--- src/rtl/otbn_pkg.sv ---
// Shared OTBN parameters and types used by the WDR stream writer.
package otbn_pkg;

   localparam int unsigned WdrAw         = 5;
   localparam int unsigned NWdr          = 32;
   localparam int unsigned BaseIntgWidth = 39;
   localparam int unsigned ExtWLEN       = 8 * BaseIntgWidth;
   localparam int unsigned NGranules     = ExtWLEN / BaseIntgWidth;
   localparam int unsigned GranAw        = $clog2(NGranules);

   // Encodings are pairwise at least Hamming distance 3 apart.
   typedef enum logic [4:0] {
      WdrWrStIdle  = 5'b01011,
      WdrWrStFill  = 5'b10110,
      WdrWrStWrite = 5'b00101,
      WdrWrStDone  = 5'b11000
   } otbn_wdr_wr_state_e;

endpackage

--- src/rtl/otbn_wdr_granule_buf.sv ---
// Eight-slot buffer of 39-bit integrity granules: slot-indexed write, full-width parallel read.
module otbn_wdr_granule_buf
   import otbn_pkg::*;
(
   input  logic                     clk_i,
   input  logic                     rst_ni,
   input  logic                     we_i,
   input  logic [GranAw-1:0]        slot_i,
   input  logic [BaseIntgWidth-1:0] wdata_i,
   output logic [ExtWLEN-1:0]       rdata_o
);

   logic [ExtWLEN-1:0] buf_q;

   always_ff @(posedge clk_i or negedge rst_ni) begin
      if (!rst_ni) begin
         buf_q <= '0;
      end else if (we_i) begin
         for (int k = 0; k < NGranules; k++) begin
            if (slot_i == GranAw'(k)) begin
               buf_q[k*BaseIntgWidth +: BaseIntgWidth] <= wdata_i;
            end
         end
      end
   end

   assign rdata_o = buf_q;

endmodule

--- src/rtl/otbn_wdr_stream_writer.sv ---
// Collects a stream of integrity granules into full WDRs and writes them to consecutive
// bignum register file entries through write port B.
module otbn_wdr_stream_writer
   import otbn_pkg::*;
#(
   parameter bit BlankIdle = 1'b1
) (
   input  logic                     clk_i,
   input  logic                     rst_ni,
   input  logic                     start_i,
   input  logic [WdrAw-1:0]         base_addr_i,
   input  logic [WdrAw:0]           num_words_i,
   input  logic                     abort_i,
   output logic                     busy_o,
   output logic                     done_o,
   input  logic                     in_valid_i,
   output logic                     in_ready_o,
   input  logic [BaseIntgWidth-1:0] in_data_i,
   output logic [WdrAw-1:0]         wr_addr_o,
   output logic [7:0]               wr_en_o,
   output logic [ExtWLEN-1:0]       wr_data_o,
   output logic [NWdr-1:0]          wr_we_onehot_o,
   input  logic                     wr_gnt_i
);

   localparam logic [WdrAw-1:0]  AddrOne   = WdrAw'(1);
   localparam logic [WdrAw:0]    CntOne    = (WdrAw + 1)'(1);
   localparam logic [GranAw-1:0] GranOne   = GranAw'(1);
   localparam logic [GranAw-1:0] GranLast  = GranAw'(NGranules - 1);
   localparam logic [NWdr-1:0]   OneHotLsb = NWdr'(1);

   otbn_wdr_wr_state_e state_q, state_d;
   logic [WdrAw-1:0]   addr_q, addr_d;
   logic [WdrAw:0]     cnt_q, cnt_d;
   logic [GranAw-1:0]  gran_q, gran_d;
   logic               buf_we;
   logic [ExtWLEN-1:0] buf_data;

   always_ff @(posedge clk_i or negedge rst_ni) begin
      if (!rst_ni) begin
         state_q <= WdrWrStIdle;
         addr_q  <= '0;
         cnt_q   <= '0;
         gran_q  <= '0;
      end else begin
         state_q <= state_d;
         addr_q  <= addr_d;
         cnt_q   <= cnt_d;
         gran_q  <= gran_d;
      end
   end

   always_comb begin
      state_d = state_q;
      addr_d  = addr_q;
      cnt_d   = cnt_q;
      gran_d  = gran_q;
      buf_we  = 1'b0;
      case (state_q)
         WdrWrStIdle: begin
            gran_d = '0;
            if (start_i) begin
               if (num_words_i != '0) begin
                  addr_d  = base_addr_i;
                  cnt_d   = num_words_i;
                  state_d = WdrWrStFill;
               end else begin
                  state_d = WdrWrStDone;
               end
            end
         end
         WdrWrStFill: begin
            // A beat arriving together with abort is dropped.
            if (abort_i) begin
               gran_d  = '0;
               state_d = WdrWrStIdle;
            end else if (in_valid_i) begin
               buf_we = 1'b1;
               gran_d = gran_q + GranOne;
               if (gran_q == GranLast) begin
                  state_d = WdrWrStWrite;
               end
            end
         end
         WdrWrStWrite: begin
            if (abort_i) begin
               gran_d  = '0;
               state_d = WdrWrStIdle;
            end else if (wr_gnt_i) begin
               addr_d  = addr_q + AddrOne;
               cnt_d   = cnt_q - CntOne;
               state_d = (cnt_q == CntOne) ? WdrWrStDone : WdrWrStFill;
            end
         end
         WdrWrStDone: begin
            state_d = WdrWrStIdle;
         end
         default: begin
            gran_d  = '0;
            state_d = WdrWrStIdle;
         end
      endcase
   end

   otbn_wdr_granule_buf u_granule_buf (
      .clk_i   (clk_i),
      .rst_ni  (rst_ni),
      .we_i    (buf_we),
      .slot_i  (gran_q),
      .wdata_i (in_data_i),
      .rdata_o (buf_data)
   );

   // All outputs decode from registered state only.
   always_comb begin
      busy_o         = (state_q == WdrWrStFill) || (state_q == WdrWrStWrite);
      done_o         = (state_q == WdrWrStDone);
      in_ready_o     = (state_q == WdrWrStFill);
      wr_addr_o      = addr_q;
      wr_en_o        = '0;
      wr_we_onehot_o = '0;
      wr_data_o      = BlankIdle ? '0 : buf_data;
      if (state_q == WdrWrStWrite) begin
         wr_en_o        = 8'hFF;
         wr_we_onehot_o = OneHotLsb << addr_q;
         wr_data_o      = buf_data;
      end
   end

endmodule

--- config.mk ---
export PLATFORM = sky130hd
export DESIGN_NAME = otbn_wdr_stream_writer
export DESIGN_NICKNAME = d
export VERILOG_FILES = /design/src/rtl/otbn_pkg.sv /design/src/rtl/otbn_wdr_granule_buf.sv /design/src/rtl/otbn_wdr_stream_writer.sv
export SDC_FILE = /design/constraint.sdc
export NUM_CORES = 1
export LEC_CHECK = 0
export BUFFER_PORTS_ARGS = -buffer_cell sky130_fd_sc_hd__buf_2
export CORE_UTILIZATION = 48
export DETAILED_ROUTE_END_ITERATION = 8
export PLACE_DENSITY = 0.77
export RECOVER_POWER = 25
export SLEW_MARGIN = 20
export SYNTH_ARGS = -nofsm -noshare
export SYNTH_HDL_FRONTEND = slang
export SYNTH_SLANG_ARGS = --single-unit
export TNS_END_PERCENT = 100
--- constraint.sdc ---
create_clock -name clk_i -period 2.2 [get_ports clk_i]
set_clock_uncertainty 0.2 [all_clocks]
set_input_delay 0.11 -clock clk_i [delete_from_list [all_inputs] [get_ports clk_i]]
set_output_delay 0.11 -clock clk_i [all_outputs]
set_load 0.1 [all_outputs]
; ---- Word-level counts from Yosys, hierarchy flattened
; Cells that the tools add are included.
[totals]
regBits = 331
input_bits = 56
output_inout_bits = 360
wordCells = 81
[op_classes]
addsub = 3
eq_ne = 20
shift = 1
muxes = 29
bitwise_logic = 1
n_reduce_logical = 15
[ops]
columns = op, count
row1 = $mux 312, 1
row2 = $mux 5, 10
row3 = $mux 32, 1
row4 = $shl 1x5->32 const A, 1
row5 = $mux 6, 4
row6 = $reduce_and 2->1, 8
row7 = $pmux 5 s3, 1
row8 = $eq 3x3->1 const B, 4
row9 = $pmux 6 s2, 1
row10 = $eq 5x5->1 const B, 2
row11 = $ne 2x2->1 const B, 5
row12 = $pmux 5 s2, 1
row13 = $mux 3, 3
row14 = $pmux 3 s3, 1
row15 = $mux 4, 2
row16 = $mux 8, 1
row17 = $eq 3x2->1 const B, 2
row18 = $eq 6x1->1 const B, 1
row19 = $ne 3x3->1 const B, 2
row20 = $reduce_bool 6->1, 1
row21 = $sub 6x1->6 const B, 1
row22 = $add 5x1->5 const B, 1
row23 = $eq 5x3->1 const B, 1
row24 = $eq 5x4->1 const B, 1
row25 = 11 further kinds, 13

; ---- Longest topological paths before layout
[logic_depth]
ltp_word = 5
depth_mapped = 8
mapped_depth_nobuf = 7

; ---- By module
; A second synthesis with hierarchy kept.
[unflattened]
cells_unflattened = 1214
area_unflattened_um2 = 15336.0
[modules_own_cells]
columns = mod, instances, cells_each, area_each_um2, seq_area_each_um2
row1 = otbn_wdr_granule_buf, 1, 664, 11611.1, 7807.5
row2 = otbn_wdr_stream_writer, 1, 550, 3724.8, 479.2

; ---- Worst setup path after synthesis
; OpenSTA, ideal clock, no wires.
[synth_timing]
path_type = register -> output
from = register addr_q[0] (netlist: wr_addr_o[0])
to = output port wr_we_onehot_o[7]
t_arrival_ns = 4.459
required_ns = 1.890
path_slack_ns = -2.569
stages_incl_launch_ff = 5
path_buffers = 0
path_cell_list = dfrtp_1 > ha_1 > ha_1 > inv_1 > nor4_1
[synth_via]
elab_chain_cells = 2
[synth_lines]
columns = item, line_no
row1 = start: declaration, otbn_wdr_stream_writer.sv:33  ; logic [WdrAw-1:0] addr_q, addr_d;
row2 = start signal: assignment, otbn_wdr_stream_writer.sv:47  ; addr_q <= addr_d;
row3 = $shl 1x5->32, otbn_wdr_stream_writer.sv:125  ; wr_we_onehot_o = OneHotLsb << addr_q;
row4 = $mux 32, otbn_wdr_stream_writer.sv:123  ; if (state_q == WdrWrStWrite) begin
row5 = end: declaration, otbn_wdr_stream_writer.sv:22  ; output logic [NWdr-1:0] wr_we_onehot_o,
; Every way passes these cells.

; ---- Final worst setup path
[layout_timing]
from = register addr_q[1] (netlist: wr_addr_o[1])
to = output port wr_we_onehot_o[9]
; The elaborated chain is that of the path after synthesis.

==> metrics <==
Max Slew Vio Count=0; DR WL/cell=31.6 microns; first-pass GRT wire length=88.4 mm; Worst setup SP type=flop; CTS root buf=clkbuf_16; initial antenna violation count=2; worst path required time=1.89 ns; RSZ-0062 raised after global routing=true; # IOs=416; P per Cell Area=572 mW/mm^2; cell area after layout=0.0283 sq mm; routability congestion estimate=0.876; Detail Route Antenna Nets=0; Core Util, Final=89.1%; IO buf count=415; total CTS buffers=36; Worst Tran Pin Value=between 1 and 1.5 ns; Detailed Place HPWL=34.3 mm; Yosys top cell by area=dfrtp_1; Place WS=around 0.0046 ns; die area=0.0331 sq mm; Primary FF master, synth=dfrtp_1; clock sink total=331; total track usage=35.4%; Initial Utilization=48.9%; crit end category=primary output; Area growth syn-to-layout=82.1%; share of layout cells above drive strength 1=just over 70%; crit-path max FO=6; vias post-DR=13.4k; Hold Path Class=in -> reg; EDFF count, synth=0; drt drc=0; final net count=1856; Yosys top cell area share=between 50% and 60%; Worst slew margin=slightly above 10%; Iter 0 DRT Violations=about 1.1k; DRT Wirelength=70.0 mm; CP Class=reg -> out; via count of the first global-routing pass=14.0k; Mapped Cells=1220; fmax=361 MHz; post-synthesis sequential area ratio=53.4%; Die X=~180 microns; leakage power=13.6 nW; final hold viol count=0; Max-Cap Viols=0; Max rail drop VDD=0.652 mV; Die H=182 microns; total gr overflow=0; num rows=65; CTS max path bufs=3; count of final setup violators=685; Placed Area=between 0.02 and 0.025 sq mm; Async SR Flop Fraction=100%; Worst EP arrival=2.46 ns; largest net degree at the start of global routing=72; status=finished with violations; Yosys cell types=46; Worst-Skew Late Latency=0.52 ns; failing checks=setup timing; register bit total from synthesis=331; post-synth net total=1290; Core Area=about 0.032 sq mm; syn_area_per_cell=12.7 sq um; post-synthesis cell area=0.0155 sq mm; Final Cycle Share=126%; Pre-antenna DRT Iters=5; fin crit period=2.77 ns; CTS tree=yes; Yosys warning count=0; CTS clk-pin slew, worst paths=0.07 ns; vias per cell=6.03; synth top area cells=dfrtp_1 53%, mux2_2 18%, and2_1 13%, mux2_4 5.8%, ha_1 1.1%; H-tree depth=2; post-route setup slack=-0.573 ns
==> cell type report <==
class                   instances  area (sq um)
repair buffers                610         10200
well taps                     402           503
flip-flops and latches        331          8310
multi-input cells             792          7980
clock inverters                14           156
diodes                          1          2.50
clock buffers                  50          1040
repair inverters                1          16.3
fillers                      1021          3450
inverters                      14          75.1
==> placed cells by master, fill, tap and decap left out, drive strengths merged, types with 4 or more instances in the layout <==
cell type,instances
ha,14
dlygate4sd3,56
inv,15
clkbuf,73
nor4,4
nor3,13
o21ai,10
clkinv,11
nand2,25
dfrtp,328
nor2,37
buf,530
a21oi,17
and2,314
nand3,16
mux2,313
==> worst max-delay path, stage by stage, from the launching register on <==
cell     delay, ns
dfrtp_4       0.54
inv_4         0.10
ha_1          0.58
nand3_4       0.25
nor3_4        0.28
buf_12        0.20
==> worst paths after layout <==
| kind | endpoint | depth (start not counted) | slack (ns) | from |
|---|---|---|---|---|
| worst max-delay path | wr_we_onehot_o[9] | 5 | -0.57 | wr_addr_o[1] |
| worst min-delay path | wr_addr_o[0] | 4 | 0.27 | base_addr_i[0] |
| worst max register to register | wr_addr_o[0] | 10 | -0.45 | state_q[0] |
| worst min register to register | u_granule_buf.rdata_o[251] | 1 | 0.30 | u_granule_buf.rdata_o[251] |
| max in group asynchronous | wr_addr_o[0] | 4 | 0.12 | rst_ni |
| min in group asynchronous | u_granule_buf.rdata_o[145] | 3 | 0.72 | rst_ni |
==> registers in the layout, indices dropped and copies added (netlist names) <==
signal and flops:
u_granule_buf.rdata_o 312, gran_q 3, wr_addr_o 5, state_q 5, cnt_q 6
==> repair_timing <==
action	CTS	global route
hold buffers	58	0
pin swaps	56	72
setup endpoints to repair	397	664
hold endpoints to repair	659	0
setup buffers	19	33
resized for setup	130	209
gates cloned	7	26
==> report_power, final <==
group          switching [mW]  internal (mW)
Combinational            1.89           1.00
Clock                    2.67           3.69
Sequential              0.559           6.34
==> stage by stage <==
stage          total power, mW  hold slack (ns)  TNS (ns)  cells
6_report                  16.2            0.269   -209.12   2215
5_1_grt                   16.5            0.256   -234.44   2214
4_1_cts                   15.2            0.153   -118.90   2158
3_5_place_dp              8.90          -0.0945         0   2010
3_3_place_gp              8.75          -0.0900         0   2010
2_1_floorplan             8.28           -0.386     -1.90   1220
==> layer usage <==
metal  vias to the layer above  share of wire (%)  track usage [%]
met5                         -              0.019                0
met3                       379                9.9             9.47
met2                       990                 49             63.2
met4                         2                7.7             16.7
li1                       5242                  -                -
met1                      6754                 33             39.2
==> cell families after synthesis <==
kind of cell             share of synthesized area, %
flip-flops                                       53.4
multiplexers                                     24.2
AND/OR/NAND/NOR                                  16.4
AO/OA/AOI/OAI                                    1.54
buffers and inverters                            3.30
adder cells (fa/ha/maj)                          1.13
==> synthesized netlist by cell type (10+ instances only) <==
cell / n
nor2_1: 36
o21ai_0: 10
mux2_4: 60
buf_2: 22
ha_1: 14
inv_1: 14
dfrtp_1: 328
and2_1: 314
clkbuf_1: 39
a21oi_1: 17
mux2_2: 247
buf_6: 10
buf_4: 12
nor3_1: 12
nand2_1: 22
nand3_1: 12
Note: power is estimated with default switching activity, not from simulation.
